### src/rtl/my_arbiter8way16.sv
// Round-robin arbiter sharing one 8-way 16-bit mux among eight requesters.
// The granted word lands in a single registered slot drained by valid/ready.
// The shared mux lives in this file too so the block stays self-contained.

module my_mux8way16 (
  input  logic [15:0] a,
  input  logic [15:0] b,
  input  logic [15:0] c,
  input  logic [15:0] d,
  input  logic [15:0] e,
  input  logic [15:0] f,
  input  logic [15:0] g,
  input  logic [15:0] h,
  input  logic [2:0]  sel,
  output logic [15:0] out
);

  // Plain 8:1 word select, index order a..h.
  always_comb begin
    out = a;
    unique case (sel)
      3'd0: out = a;
      3'd1: out = b;
      3'd2: out = c;
      3'd3: out = d;
      3'd4: out = e;
      3'd5: out = f;
      3'd6: out = g;
      3'd7: out = h;
    endcase
  end

endmodule

module my_arbiter8way16 (
  input  logic        clk,
  input  logic        rst_n,
  input  logic [7:0]  req,
  input  logic [15:0] a,
  input  logic [15:0] b,
  input  logic [15:0] c,
  input  logic [15:0] d,
  input  logic [15:0] e,
  input  logic [15:0] f,
  input  logic [15:0] g,
  input  logic [15:0] h,
  output logic [7:0]  ack,
  output logic [15:0] out,
  output logic [2:0]  out_sel,
  output logic        out_valid,
  input  logic        out_ready
);

  logic [2:0]  ptr_q;
  logic [15:0] out_q;
  logic [2:0]  out_sel_q;
  logic        out_valid_q;

  logic [2:0]  gnt;
  logic        any;
  logic        free;
  logic        accept;
  logic [15:0] mux_out;

  assign any    = |req;
  assign free   = !out_valid_q || out_ready;
  assign accept = rst_n && free && any;

  // Rotating priority search: scan ptr+7 down to ptr so the lowest offset wins.
  always_comb begin
    logic [2:0] idx;
    gnt = 3'd0;
    idx = 3'd0;
    for (int k = 7; k >= 0; k--) begin
      idx = ptr_q + 3'(k);
      if (req[idx]) gnt = idx;
    end
  end

  // One-hot acknowledge of the winner, suppressed in reset and under backpressure.
  always_comb begin
    ack = 8'h00;
    if (accept) ack = 8'h01 << gnt;
  end

  my_mux8way16 u_mux (
    .a   (a),
    .b   (b),
    .c   (c),
    .d   (d),
    .e   (e),
    .f   (f),
    .g   (g),
    .h   (h),
    .sel (gnt),
    .out (mux_out)
  );

  // Output slot and priority pointer; a load and a drain on the same edge keep valid high.
  always_ff @(posedge clk) begin
    if (!rst_n) begin
      ptr_q       <= 3'd0;
      out_q       <= 16'h0000;
      out_sel_q   <= 3'd0;
      out_valid_q <= 1'b0;
    end else if (accept) begin
      ptr_q       <= gnt + 3'd1;
      out_q       <= mux_out;
      out_sel_q   <= gnt;
      out_valid_q <= 1'b1;
    end else if (out_valid_q && out_ready) begin
      out_valid_q <= 1'b0;
    end
  end

  assign out       = out_q;
  assign out_sel   = out_sel_q;
  assign out_valid = out_valid_q;

endmodule
### config.mk
export PLATFORM = sky130hd
export DESIGN_NAME = my_arbiter8way16
export DESIGN_NICKNAME = d
export VERILOG_FILES = /design/src/rtl/my_arbiter8way16.sv
export SDC_FILE = /design/constraint.sdc
export NUM_CORES = 1
export LEC_CHECK = 0
export CAP_MARGIN = 15
export CELL_PAD_IN_SITES_DETAIL_PLACEMENT = 1
export CELL_PAD_IN_SITES_GLOBAL_PLACEMENT = 1
export CORE_MARGIN = 5
export CORE_UTILIZATION = 48
export DETAILED_ROUTE_END_ITERATION = 8
export DONT_BUFFER_PORTS = 1
export PLACE_DENSITY_LB_ADDON = 0.1
export SETUP_SLACK_MARGIN = 0.15
export SYNTH_ARGS = -nofsm -noshare
export SYNTH_HDL_FRONTEND = slang
export SYNTH_SLANG_ARGS = --single-unit
### constraint.sdc
create_clock -name clk -period 7.8 [get_ports clk]
set_clock_uncertainty 0.1 [all_clocks]
set_input_delay 1.95 -clock clk [delete_from_list [all_inputs] [get_ports clk]]
set_output_delay 1.95 -clock clk [all_outputs]
set_load 0.02 [all_outputs]
==> impl_results.md <==
* Status: finished, final reports clean
* Global-route wire length before repair at approximately 17000 um
* Clock slew at reported path FFs at roughly 100 ps
* Ys flop type: dfxtp_1
* Period utilisation layout at 91.7%
* Async SR Flop Fraction at 0%
* Antenna viol nets, final at 0
* Setup_tns at 0 ps
* Net switching power at slightly below 0.9 mW
* FP Rows at 28
* Yosys warns at 0
* GRT Total Usage at about 27%
* R2r setup slk at around 2200 ps
* CP peak stage delay at roughly 770 ps
* Antenna Cells at 0
* DR vias/cell at ~7.3
* Leak at about 1.1 nW
* Hold Path End: out_sel[0]$_SDFFE_PN0P_
* Critical Path RT at between 5000 and 6000 ps
* Post-synth cell types at 53
* CTS root buffer: clkbuf_8
* Slowest CP cell: ha_1
* Fillers at roughly 770
* Seq/Total Area, Yosys at between 10% and 20%
* Core ar. at 0.00596 mm2
* Fin nets at about 500
* Setup WS pre-CTS at 676 ps
* Yosys top cell area share at between 10% and 20%
* # H-tree levels at 1
* CP max FO at 18
* Largest net degree at the start of global routing at 50
* Worst-path cell chain: mux4_2 -> mux2_2 -> nor2b_1 -> a221oi_1 -> o32ai_1 -> a41oi_1 -> ha_1 -> inv_1 -> nor3_1 -> buf_4
* Seq cells post-synth at 23
* Hold Startpoint: out_sel[0]$_SDFFE_PN0P_
* CTS max path bufs at 2
* DR vias at roughly 3100
* Critical path data arrival time at around 5000 ps
* Initial antenna violation count at 0
* Buffer count from post-CTS setup fixing at 0
* RSZ-0062 raised after global routing: false
* CP Capture Type: primary output
* Final setup fails at 0
* Area grow syn2layout at 2.08%
* Clk sinks at 23
* Clock power share at under 10%
* Synth Instances at roughly 380
* Die Y at between 80 and 90 um
* Sequential Power Share at between 15 and 20%
* Area contributors post-synth: dfxtp_1 (16%), mux4_2 (7.7%), nand2_1 (7.0%)
* CTS Buf Count at 3
* CP startpoint: req[5]
* WHS Path Cells at 2
* Register area at around 460 um2
* Die area at a little under 0.008 mm2
* Hold Path Class: reg2reg
* DRC Markers at 0
* Post-synth top cells: nand2_1 (55), inv_1 (43), dfxtp_1 (23)
* Total power at around 1.5 mW
* Grt total ovfl at 0
* Placer congestion estimate at 0.867
* Hold buffers post-CTS at 0
* Endpoint of the worst-slack reg-to-reg timing path: out[9]$_SDFFE_PN0P_
* Initial core utilization at 49.4%
* # port buffers at 0
* RR Startpoint: ptr_q[1]$_SDFFE_PN0P_
* Worst-Margin Slew at ~1000 ps
* Die extent in x at roughly 88 um
* Vias in the first global route at ~3200
* Fmax at about 140 MHz
* Post-CTS Resized at 0
* Part of the power in combinational logic at 78.7%
* Final Critical Period at slightly above 7000 ps
* Pins Over Slew Limit at 0
* # IOs at around 170
* Multi-input logic area at between 0.002 and 0.0025 mm2
* EDFF count, synth at 0
* Syn Nets at 524
* Syn avg cell area at ~8 um2
* Top-count cell post-synth: nand2_1
* Clock Latency Late Sink at between 200 and 300 ps
* Final hold violations at 0
* Worst setup SP type: input pin
* Pre-Repair DR Iteration Count at 6
* Sw Ratio at between 50% and 60%
* Final WS setup at 644 ps
* Pint at 0.640 mW
* Cells on worst reg2reg path at 14
* Final wirelength at 11200 um
* Worst slew margin at approximately a third
* Critical path type: in2out
* WL per Instance at approximately 26 um
* Largest area contributor in the netlist: dfxtp_1
* CTS tree: done
* Share of layout cells above drive strength 1 at approximately 17%
* Power per standard cell area at about 500 mW/mm2
* Maximum VDD drop at 0.223 mV
* Mapped Area at around 0.0029 mm2
* Initial DRC count at around 260
* Hpwl dp at roughly 8700 um
* Maxcap violations at 0
layout make-up:
class / instances / share of cell area [%]
clock inverters: 1 / 0.167
multi-input cells: 275 / 71.8
repair buffers: 11 / 2.75
well taps: 75 / 3.12
flip-flops and latches: 23 / 15.3
inverters: 44 / 5.50
clock buffers: 3 / 1.37
placed cells by master, fill, tap and decap left out, drive strengths merged, types with 2 or more instances in the layout:
master	Yosys	layout
mux4	10	10
a22oi	17	17
nor4	4	4
o211ai	2	2
and3	3	3
ha	8	8
a21oi	14	14
a31oi	3	3
mux2	6	6
a21o	4	4
dfxtp	23	23
buf	13	11
nand2	56	56
a211oi	2	2
nor2b	2	2
mux2i	4	4
nand3	21	21
a221oi	18	18
nor3	4	4
a222oi	16	16
clkbuf	22	3
and2	3	3
xnor2	2	2
o221ai	32	32
o21ai	25	25
nor2	5	5
or3	2	2
inv	44	44
metrics by stage:
| step | utilization [%] | cells | cell area, um2 | hold WS [ps] |
|---|---|---|---|---|
| after global routing | 50.4 | 432 | 3000 | 537 |
| after CTS | 50.4 | 432 | 3000 | 496 |
| after floorplan | - | 377 | 2940 | 440 |
| after detailed placement | 49.7 | 428 | 2960 | 483 |
| after global placement | 49.7 | 428 | 2960 | 492 |
| final | 50.4 | 432 | 3000 | 485 |
kinds of logic after synthesis:
group | Yosys count | synth area share (%)
DFF | 23 | 15.6
buffers and inverters | 79 | 11.2
and+or+nand+nor | 103 | 16.0
AOI/OAI and AO/OA | 141 | 41.5
muxes | 20 | 11.4
adders and majority gates | 8 | 3.40
xor gates and xnor gates | 3 | 0.893
power groups by stage:
| stage | sequential [mW] | clock (mW) | combinational [mW] |
|---|---|---|---|
| floorplan | 0.223 | 0 | 0.934 |
| global placement | 0.241 | 0 | 1.14 |
| detailed placement | 0.243 | 0 | 1.17 |
| CTS | 0.240 | 0.0833 | 1.18 |
| global route | 0.244 | 0.0872 | 1.30 |
| finish | 0.239 | 0.0828 | 1.19 |
worst max-delay path: cells and delay by family:
family | cells | cell delay [ps]
adder cells (fa/ha/maj) | 1 | 770
AO/OA/AOI/OAI | 3 | 800
multiplexers | 2 | 820
buffers and inverters | 2 | 370
AND/OR/NAND/NOR | 2 | 390
sequential cells by signal, summed over array words and instances (netlist names):
| register | cells |
|---|---|
| out_valid | 1 |
| out_sel | 3 |
| out | 16 |
| ptr_q | 3 |
metal layers:
| metal | track usage, % | up-vias | share of wire (%) |
|---|---|---|---|
| li1 | - | 1431 | - |
| met1 | 30.8 | 1552 | 40 |
| met2 | 51.1 | 138 | 52 |
| met3 | 5.40 | 16 | 6.6 |
| met4 | 5.77 | 0 | 1.5 |
| met5 | 0 | - | 0 |
how the worst max path moves through the flow:
stage / end / slack (ps) / cells past startpoint
3_3_place_gp: ack[5] / 810 / 10
5_1_grt: ack[5] / 410 / 10
6_report: ack[1] / 640 / 10
3_5_place_dp: ack[1] / 680 / 10
4_1_cts: ack[1] / 660 / 10
2_1_floorplan: ack[3] / 1040 / 11
Power figures use the tool's default switching activity.
